`config.mk`:
```
export PLATFORM = sky130hd
export DESIGN_NAME = pid_sweep_scheduler
export DESIGN_NICKNAME = d
export VERILOG_FILES = /design/src/rtl/pid_sweep_scheduler.sv
export SDC_FILE = /design/constraint.sdc
export NUM_CORES = 2
export LEC_CHECK = 0
export CAP_MARGIN = 15
export CORE_ASPECT_RATIO = 0.9
export CORE_MARGIN = 3
export CORE_UTILIZATION = 35
export DETAILED_ROUTE_END_ITERATION = 8
export GPL_ROUTABILITY_DRIVEN = 0
export MAX_ROUTING_LAYER = met4
export PLACE_DENSITY = 0.64
export SYNTH_ARGS = -nofsm -noshare
export SYNTH_HDL_FRONTEND = slang
export SYNTH_SLANG_ARGS = --single-unit
```
`constraint.sdc`:
```
create_clock -name CLK -period 20.7 [get_ports CLK]
set_clock_uncertainty 0.05 [all_clocks]
set_input_delay 4.14 -clock CLK [delete_from_list [all_inputs] [get_ports CLK]]
set_output_delay 4.14 -clock CLK [all_outputs]
set_load 0.02 [all_outputs]
```
`src/rtl/pid_sweep_scheduler.sv`:
```
// Sweeps every motor's PID loop through one shared pipelined signed multiplier
// on each control tick and emits a deadbanded, saturated PWM command per motor.
module pid_sweep_scheduler #(
  parameter int NUM_MOTORS = 4,
  parameter int MSEL_W     = 2,
  parameter int MUL_LAT    = 2
) (
  input  logic                     CLK,
  input  logic                     reset,
  input  logic                     tick,
  output logic [MSEL_W-1:0]        motor_sel,
  input  logic signed [31:0]       setpoint,
  input  logic signed [31:0]       state,
  input  logic signed [31:0]       Kp,
  input  logic signed [31:0]       Ki,
  input  logic signed [31:0]       Kd,
  input  logic signed [31:0]       PWMLimit,
  input  logic signed [31:0]       IntegralLimit,
  input  logic signed [31:0]       deadband,
  input  logic [NUM_MOTORS-1:0]    motor_enable,
  output logic signed [31:0]       mul_a,
  output logic signed [31:0]       mul_b,
  input  logic signed [63:0]       mul_p,
  output logic signed [31:0]       pwm_out,
  output logic [MSEL_W-1:0]        pwm_idx,
  output logic                     pwm_valid,
  output logic                     busy,
  output logic                     overrun
);

  localparam int PH_W = $clog2(MUL_LAT + 5);
  localparam logic [PH_W-1:0]   PH_ACC_P = PH_W'(MUL_LAT + 1);
  localparam logic [PH_W-1:0]   PH_ACC_I = PH_W'(MUL_LAT + 2);
  localparam logic [PH_W-1:0]   PH_LAST  = PH_W'(MUL_LAT + 3);
  localparam logic [MSEL_W-1:0] LAST_M   = MSEL_W'(NUM_MOTORS - 1);

  typedef enum logic [2:0] {
    S_IDLE, S_FETCH, S_ISSUE_P, S_ISSUE_I, S_ISSUE_D, S_DRAIN, S_OUTPUT
  } fsm_e;

  fsm_e                     fsm_q, fsm_d;
  logic [PH_W-1:0]          phase_q, phase_d;
  logic [MSEL_W-1:0]        motor_sel_q, motor_sel_d;
  logic signed [65:0]       acc_q, acc_d;
  logic signed [31:0]       err_q, err_d, integ_q, integ_d, derr_q, derr_d;
  logic signed [31:0]       ki_q, ki_d, kd_q, kd_d, pwm_lim_q, pwm_lim_d, db_q, db_d;
  logic                     en_q, en_d;
  logic signed [31:0]       integral_q [NUM_MOTORS];
  logic signed [31:0]       integral_d [NUM_MOTORS];
  logic signed [31:0]       err_prev_q [NUM_MOTORS];
  logic signed [31:0]       err_prev_d [NUM_MOTORS];
  logic signed [31:0]       mul_a_q, mul_a_d, mul_b_q, mul_b_d;
  logic signed [31:0]       pwm_out_q, pwm_out_d;
  logic [MSEL_W-1:0]        pwm_idx_q, pwm_idx_d;
  logic                     pwm_valid_q, pwm_valid_d, busy_q, busy_d, overrun_q, overrun_d;

  logic signed [31:0]       err_c, derr_c, integ_new_c, result_c;
  logic signed [32:0]       sum_c, il_c;
  logic signed [65:0]       p_ext_c, r_c, r_abs_c, lim_c, db_c;

  // Fetch-time arithmetic: error, clamped integral and derivative of the selected motor.
  always_comb begin
    err_c  = setpoint - state;
    derr_c = err_c - err_prev_q[motor_sel_q];
    sum_c  = $signed({integral_q[motor_sel_q][31], integral_q[motor_sel_q]})
           + $signed({err_c[31], err_c});
    il_c   = $signed({IntegralLimit[31], IntegralLimit});
    if (IntegralLimit <= 0)  integ_new_c = '0;
    else if (sum_c > il_c)   integ_new_c = IntegralLimit;
    else if (sum_c < -il_c)  integ_new_c = -IntegralLimit;
    else                     integ_new_c = sum_c[31:0];
  end

  // Final result uses the accumulator plus the D product arriving this cycle.
  always_comb begin
    p_ext_c = $signed({{2{mul_p[63]}}, mul_p});
    r_c     = acc_q + p_ext_c;
    r_abs_c = r_c[65] ? -r_c : r_c;
    lim_c   = $signed({{34{pwm_lim_q[31]}}, pwm_lim_q});
    db_c    = $signed({{34{db_q[31]}}, db_q});
    if (!en_q || (r_abs_c <= db_c) || (pwm_lim_q <= 0)) result_c = '0;
    else if (r_c > lim_c)                                result_c = pwm_lim_q;
    else if (r_c < -lim_c)                               result_c = -pwm_lim_q;
    else                                                 result_c = r_c[31:0];
  end

  always_comb begin
    // NOTE: every variable gets a default first so no path leaves it unassigned and infers a latch.
    fsm_d       = fsm_q;
    phase_d     = phase_q + PH_W'(1);
    motor_sel_d = motor_sel_q;
    acc_d       = acc_q;
    err_d       = err_q;
    integ_d     = integ_q;
    derr_d      = derr_q;
    ki_d        = ki_q;
    kd_d        = kd_q;
    pwm_lim_d   = pwm_lim_q;
    db_d        = db_q;
    en_d        = en_q;
    integral_d  = integral_q;
    err_prev_d  = err_prev_q;
    mul_a_d     = '0;
    mul_b_d     = '0;
    pwm_out_d   = pwm_out_q;
    pwm_idx_d   = pwm_idx_q;
    pwm_valid_d = 1'b0;
    overrun_d   = tick && (fsm_q != S_IDLE);

    case (fsm_q)
      S_IDLE: begin
        phase_d = '0;
        if (tick) begin
          fsm_d       = S_FETCH;
          motor_sel_d = '0;
        end
      end
      S_FETCH: begin
        en_d      = motor_enable[motor_sel_q];
        err_d     = err_c;
        integ_d   = integ_new_c;
        derr_d    = derr_c;
        ki_d      = Ki;
        kd_d      = Kd;
        pwm_lim_d = PWMLimit;
        db_d      = deadband;
        acc_d     = '0;
        integral_d[motor_sel_q] = motor_enable[motor_sel_q] ? integ_new_c : '0;
        err_prev_d[motor_sel_q] = motor_enable[motor_sel_q] ? err_c : '0;
        mul_a_d   = Kp;
        mul_b_d   = err_c;
        fsm_d     = S_ISSUE_P;
      end
      S_ISSUE_P: begin
        mul_a_d = ki_q;
        mul_b_d = integ_q;
        fsm_d   = S_ISSUE_I;
      end
      S_ISSUE_I: begin
        mul_a_d = kd_q;
        mul_b_d = derr_q;
        fsm_d   = S_ISSUE_D;
      end
      S_ISSUE_D: fsm_d = S_DRAIN;
      S_DRAIN: begin
        if (phase_q == PH_LAST) begin
          fsm_d       = S_OUTPUT;
          pwm_out_d   = result_c;
          pwm_idx_d   = motor_sel_q;
          pwm_valid_d = 1'b1;
        end
      end
      S_OUTPUT: begin
        phase_d = '0;
        if (motor_sel_q == LAST_M) begin
          fsm_d       = S_IDLE;
          motor_sel_d = '0;
        end else begin
          fsm_d       = S_FETCH;
          motor_sel_d = motor_sel_q + MSEL_W'(1);
        end
      end
      default: fsm_d = S_IDLE;
    endcase

    // P and I products land here; the D product is folded straight into result_c.
    if ((phase_q == PH_ACC_P) || (phase_q == PH_ACC_I))
      acc_d = acc_q + p_ext_c;

    busy_d = (fsm_d != S_IDLE);
  end

  // NOTE: state is updated with non-blocking assignments so every flop samples pre-edge values.
  always_ff @(posedge CLK) begin
    if (reset) begin
      fsm_q       <= S_IDLE;
      phase_q     <= '0;
      motor_sel_q <= '0;
      acc_q       <= '0;
      err_q       <= '0;
      integ_q     <= '0;
      derr_q      <= '0;
      ki_q        <= '0;
      kd_q        <= '0;
      pwm_lim_q   <= '0;
      db_q        <= '0;
      en_q        <= 1'b0;
      // NOTE: the per-motor history is architectural state, so it is flops with reset, not RAM.
      for (int i = 0; i < NUM_MOTORS; i++) begin
        integral_q[i] <= '0;
        err_prev_q[i] <= '0;
      end
      mul_a_q     <= '0;
      mul_b_q     <= '0;
      pwm_out_q   <= '0;
      pwm_idx_q   <= '0;
      pwm_valid_q <= 1'b0;
      busy_q      <= 1'b0;
      overrun_q   <= 1'b0;
    end else begin
      fsm_q       <= fsm_d;
      phase_q     <= phase_d;
      motor_sel_q <= motor_sel_d;
      acc_q       <= acc_d;
      err_q       <= err_d;
      integ_q     <= integ_d;
      derr_q      <= derr_d;
      ki_q        <= ki_d;
      kd_q        <= kd_d;
      pwm_lim_q   <= pwm_lim_d;
      db_q        <= db_d;
      en_q        <= en_d;
      integral_q  <= integral_d;
      err_prev_q  <= err_prev_d;
      mul_a_q     <= mul_a_d;
      mul_b_q     <= mul_b_d;
      pwm_out_q   <= pwm_out_d;
      pwm_idx_q   <= pwm_idx_d;
      pwm_valid_q <= pwm_valid_d;
      busy_q      <= busy_d;
      overrun_q   <= overrun_d;
    end
  end

  assign motor_sel = motor_sel_q;
  assign mul_a     = mul_a_q;
  assign mul_b     = mul_b_q;
  assign pwm_out   = pwm_out_q;
  assign pwm_idx   = pwm_idx_q;
  assign pwm_valid = pwm_valid_q;
  assign busy      = busy_q;
  assign overrun   = overrun_q;

endmodule
```
**Word-level counts from Yosys, hierarchy flattened**

Cells that the tools add are included.

- Register bits after elaboration: 624
- Logic and storage cells: 108

- Add/sub/neg operators: 11
- $lt $le $gt $ge: 10
- Equality and inequality tests: 11
- Multiplexer cells: 33
- Bitwise gates (word level): 2
- Reductions and logical operators: 15

Operator list:

| kind | count |
|---|---|
| two-way mux 32 bit | 13 |
| bitwise mux 128 bit | 2 |
| two-way mux 66 bit | 3 |
| case mux 32 bit (3 select lines) | 2 |
| binary-select mux 32 bit (select 2 bit) | 2 |
| adder 66 x 64 -> 66 bit | 1 |
| greater-than comparator 66 x 32 -> 1 bit | 1 |
| <= comparator 66 x 32 -> 1 bit | 1 |
| < comparator 66 bit | 1 |
| negator 32 -> 66 bit | 1 |
| negator 66 bit | 1 |
| demux 32 bit (select 2 bit) | 1 |
| <= comparator 32 x 1 -> 1 bit, second input constant | 2 |
| negator 32 bit | 2 |
| subtractor 32 bit | 2 |
| adder 32 x 32 -> 33 bit | 1 |
| greater-than comparator 33 x 32 -> 1 bit | 1 |
| < comparator 33 bit | 1 |
| negator 32 -> 33 bit | 1 |
| case mux 3 bit (7 select lines) | 1 |
| equality test 3 bit, second input constant | 5 |
| equality test 3 x 2 -> 1 bit, second input constant | 3 |
| two-way mux 3 bit | 2 |
| nonzero test 3 bit | 2 |
| 22 further kinds | 30 |

**Depth between registers and ports, before layout**

- Depth after elaboration: 11
- Gate-level depth with buffers: 38
- Mapped depth without buffers: 37

**Worst setup path before layout**

Ideal clock, no wire load.

- Path kind: input-to-reg
- Start point: input port setpoint[0]
- End point: register integral_q[52] (netlist name)
- Setup time: 74 ps
- Arrival: 11,118 ps
- Required time: 20,576 ps
- Setup slack: 9,458 ps
- Cell stages on the path: 37
- Path buffers: 3
- Cell sequence: inv_1 -> ha_1 -> inv_1 -> fa_1 -> a21o_1 -> a21oi_1 -> o21bai_1 -> a21oi_1 -> o21bai_1 -> a21oi_1 -> xor2_1 -> inv_1 -> ha_1 -> nand3_1 -> or2_2 -> a211oi_1 -> o31ai_1 -> o31ai_1 -> a211oi_1 -> o41ai_1 -> xor2_1 -> ha_1 -> a21o_1 -> a21o_1 -> a21o_1 -> a21o_1 -> a21oi_1 -> o211ai_1 -> a21oi_1 -> a21o_1 -> clkbuf_1 -> clkbuf_1 -> clkbuf_1 -> a21oi_1 -> o22ai_1 -> nand2_1 -> o21ai_0

- Word-level cells in the longest chain between the ends: 8

RTL lines:

| item | RTL line | RTL |
|---|---|---|
| start, declared | 12 | `input logic signed [31:0] setpoint,` |
| subtractor 32 bit (*) | 63 | `err_c = setpoint - state;` |
| adder 32 x 32 -> 33 bit (*) | 66 | `+ $signed({err_c[31], err_c});` |
| < comparator 33 bit | 70 | `else if (sum_c < -il_c) integ_new_c = -IntegralLimit;` |
| two-way mux 32 bit | 70 |  |
| two-way mux 32 bit (*) | 69 | `else if (sum_c > il_c) integ_new_c = IntegralLimit;` |
| two-way mux 32 bit (*) | 68 | `if (IntegralLimit <= 0) integ_new_c = '0;` |
| two-way mux 32 bit (*) | 128 | `integral_d[motor_sel_q] = motor_enable[motor_sel_q] ? integ_new_c : '0;` |
| bitwise mux 128 bit (*) | 128 |  |
| end signal, assigned | 213 | `integral_q <= integral_d;` |
| end, declared | 48 | `logic signed [31:0] integral_q [NUM_MOTORS];` |

Every way passes the cells marked *; elsewhere a longest branch is shown, timed or not.
A chain may end at the register's enable or synchronous reset.

**Final worst setup path**

- Start point: input port state[1]
- End point: register integral_q[89] (netlist name)

- Word-level cells in the longest chain between the ends: 8

RTL lines:

| item | RTL line | RTL |
|---|---|---|
| start, declared | 13 | `input logic signed [31:0] state,` |
| subtractor 32 bit (*) | 63 |  |
| adder 32 x 32 -> 33 bit (*) | 66 |  |
| < comparator 33 bit | 70 |  |
| two-way mux 32 bit | 70 |  |
| two-way mux 32 bit (*) | 69 |  |
| two-way mux 32 bit (*) | 68 |  |
| two-way mux 32 bit (*) | 128 |  |
| bitwise mux 128 bit (*) | 128 |  |

Marked as above.

==> summary.txt <==
Die
  • FP Rows: ~120
  • Die H: 338.5 um
  • Initial core utilization: about 35%
  • Die extent in x: between 300 and 400 um
  • IO Pins: 430
  • Core Region: 0.1214 mm2
  • Die Area: ~0.13 mm2

Yosys
  • Yosys cell types: roughly 100
  • Yosys reg bits: roughly 620
  • Synthesized area per cell: around 8 um2
  • Seq/Total Area, Yosys: 29.05%
  • Synth Cell Area: between 0.04 and 0.05 mm2
  • Yosys warns: 0
  • Cells after Synth: roughly 5500
  • Most used DFF post-synth: dfxtp_1
  • Post-synth EDFFs: 0
  • Syn Nets: around 6300
  • Ys async rst share: 0%

STA
  • Min cycle time layout: between 10 and 15 ns
  • Final period utilization: 62.64%
  • Relative slew slack: between 9 and 10%
  • Worst-margin pin slew: 1.330 ns
  • Fin. Hold Viols: 0
  • Pins over their slew limit: 0
  • RSZ-0062 raised after global routing: no
  • Fmax: 0.07712 GHz
  • Count of final setup violators: 0
  • TNS Setup: 0 ns

CTS
  • Cts bufs inserted: 75
  • Post-CTS resize count: 0
  • Clk slew on worst S/H paths: roughly 0.060 ns
  • H-tree depth: 3
  • Setup Buffers After CTS: 0
  • CTS tree: done
  • Worst skew pair latency: slightly below 0.7 ns
  • Clock sinks: about 620
  • Clock root cell: clkbuf_16
  • CTS Hold Bufs: 0
  • Clock buffer depth: 3

Drt
  • Wire per inst: between 20 and 25 um
  • Drt drc: 0
  • Final WL: between 150000 and 200000 um
  • Vias/cell: around 5.8
  • DRT iter0 DRCs: around 5000
  • Vias: approximately 43000
  • Pre-antenna DRT Iters: 6
  • Remaining antenna violation count: 0

Power and ir drop
  • Combinational Power Share: a little over a third
  • Psw: 1.543 mW
  • Sw frac: 37.40%
  • Maximum vdd ir drop: roughly 0.060 mV
  • Seq pwr share: 31.2%
  • Pint: 2.583 mW
  • Share of power burned in the clock network: roughly a third
  • Pwr Density: roughly 80 mW/mm2
  • Lkg Pwr: roughly 20 nW

GRT
  • Remaining global-route overflow: 0
  • Vias in the first global route: 40300
  • Initial antenna violation count: 22
  • Pin count of the biggest net entering global routing: ~170
  • GRT Total Usage: roughly a quarter
  • Global-route wire length before repair: 247000 um

Worst setup path
  • Slowest stage delay, CP: 0.73 ns
  • Crit-path leading delay family: compound AO/OA/AOI/OAI gates
  • Worst setup EP type: register
  • Crit path required time: 21.27 ns
  • CP most frequent cell: o21ai_0
  • Slowest CP cell: a31o_2
  • Setup CP Type: primary input to register
  • Setup crit start kind: primary input
  • Critical path peak fanout: 41
  • Critical path buffers and inverters: 3
  • Crit path arrival time: 13.54 ns

Layout
  • Area of the multi-input gates: around 0.028 mm2
  • Register area: 0.01250 mm2
  • Post-layout util: 42.36%
  • Finished Layout Cells: 7471
  • Syn-to-layout area delta: 19.61%
  • Layout Nets: 6559
  • Fraction of layout cells with a size suffix above 1: slightly below 6%
  • Fillcell total: 12160

Placement
  • IO Port Bufs: ~430
  • Detailed placement HPWL: approximately 120000 um
  • Dpl cells: 7313

Status
  • Outcome: complete, no violations

Hold path
  • Worst hold-check path type: register to register

Job
  • Number of max-cap violations: 0
## cells in the final DEF, fill, tap and decap left out, types with 24 or more instances in the layout
master	count
a211oi_1	46
a21o_1	166
a21oi_1	642
a22oi_1	137
and2_1	24
and3_1	26
buf_4	70
clkbuf_16	75
clkdlybuf4s50_1	428
dfxtp_1	620
ha_1	435
inv_1	299
mux2i_1	79
mux4_2	64
nand2_1	884
nand2b_1	34
nand3_1	131
nand4_1	100
nor2_1	420
nor2b_1	30
nor3_1	79
nor4_1	27
o211ai_1	27
o21a_1	35
o21ai_0	261
o31ai_1	27
or3_1	41
xnor2_1	180
xor2_1	64
## worst min-delay path: stages (launching register included)
cell and delay (ns):
dfxtp_1 0.31, nand2_1 0.05, a21oi_1 0.05
## per-layer routing
metal	routed length [um]	vias up	GRT usage (%)
met1	70420	20590	33.93
met3	15450	335	5.217
li1	-	20170	-
met4	5980	0	8.935
met5	0	-	-
met2	72500	1972	38.15
## final timing paths
kind                                 start             end  slack, ns  cells past startpoint
worst min-delay path            derr_q[25]      derr_q[25]       0.40                      2
worst max-delay path              state[1]  integral_q[89]       7.73                     33
worst min register to register  derr_q[25]      derr_q[25]       0.40                      2
worst max register to register    acc_q[0]     pwm_out[13]      11.73                     27
## metrics by stage
step	setup WS, ns	total power, mW	hold slack, ns	cell area [um2]
final	7.733	4.126	0.4012	51430
after CTS	7.839	4.122	0.4029	51340
after global routing	7.068	4.331	0.4164	51420
after global placement	7.210	2.707	0.3880	48780
after detailed placement	7.138	2.729	0.3944	48780
after floorplan	9.458	2.270	0.3749	43000
## registers in the layout (all words and copies together) (netlist names)
register / count
derr_q: 32
pwm_idx: 2
acc_q: 66
en_q: 1
ki_q: 32
motor_sel: 2
fsm_q: 3
integ_q: 32
mul_a: 32
pwm_out: 32
mul_b: 32
pwm_valid: 1
kd_q: 32
err_prev_q: 128
overrun: 1
busy: 1
db_q: 32
integral_q: 128
phase_q: 3
pwm_lim_q: 32
## cell usage after synthesis (7+ instances only)
master	instances	area (um2)
and2_1	24	150.1
or3_1	41	256.5
nor2_1	422	1584
inv_1	300	1126
dfxtp_1	624	12490
o41ai_1	10	87.58
a22oi_1	137	1028
o2111ai_1	8	70.07
xor2_1	65	569.3
nor3_1	80	400.4
o21ai_0	261	1306
a211o_1	17	148.9
mux4_2	64	1441
a2111oi_0	8	70.07
and3_1	30	187.7
o21a_1	35	262.8
nand3_1	131	655.6
mux2i_1	79	790.8
buf_1	26	97.59
a21oi_1	642	3213
o21bai_1	23	172.7
o32ai_1	8	70.07
clkbuf_1	271	1017
o211ai_1	27	202.7
nor4_1	27	168.9
buf_2	10	50.05
o31ai_1	27	202.7
nor2b_1	31	193.9
a31oi_1	24	150.1
or2_2	11	68.82
ha_1	435	5443
a211oi_1	46	345.3
a41oi_1	7	61.31
nor3b_1	11	82.58
a221oi_1	8	70.07
nand4_1	100	625.6
a21o_1	166	1246
o221ai_1	9	78.83
xnor2_1	181	1585
mux2_2	13	146.4
o21ai_1	9	45.04
nand2_1	890	3341
nand2b_1	34	212.7
## cell families (layout without fill, tap and decap cells)
kind of cell               count (synthesis)  in the layout  synth area share (%)
buffers and inverters                    612            941                 5.389
adders and majority gates                439            439                 12.84
and+or+nand+nor                         1879           1879                 19.48
muxes                                    156            156                 5.531
other                                      0             21                     0
DFF                                      624            624                 29.05
AOI/OAI and AO/OA                       1565           1565                 22.65
xor gates and xnor gates                 247            247                 5.048
## power by group through the flow
stage	clock network (mW)	registers [mW]	logic, mW
detailed placement	0	1.31	1.41
finish	1.38	1.29	1.45
floorplan	0	1.31	0.965
global route	1.45	1.29	1.59
CTS	1.41	1.29	1.43
global placement	0	1.31	1.39
## final cells by class
class	instances	share of cell area [%]
Multi-Input combinational cell	4286	55.00
Sequential cell	624	24.31
Timing Repair Buffer	502	9.488
Clock buffer	103	4.087
Tap cell	1599	3.890
Inverter	304	2.219
Clock inverter	32	0.8977
Antenna cell	21	0.1022
Note: power is estimated with default switching activity, not from simulation.
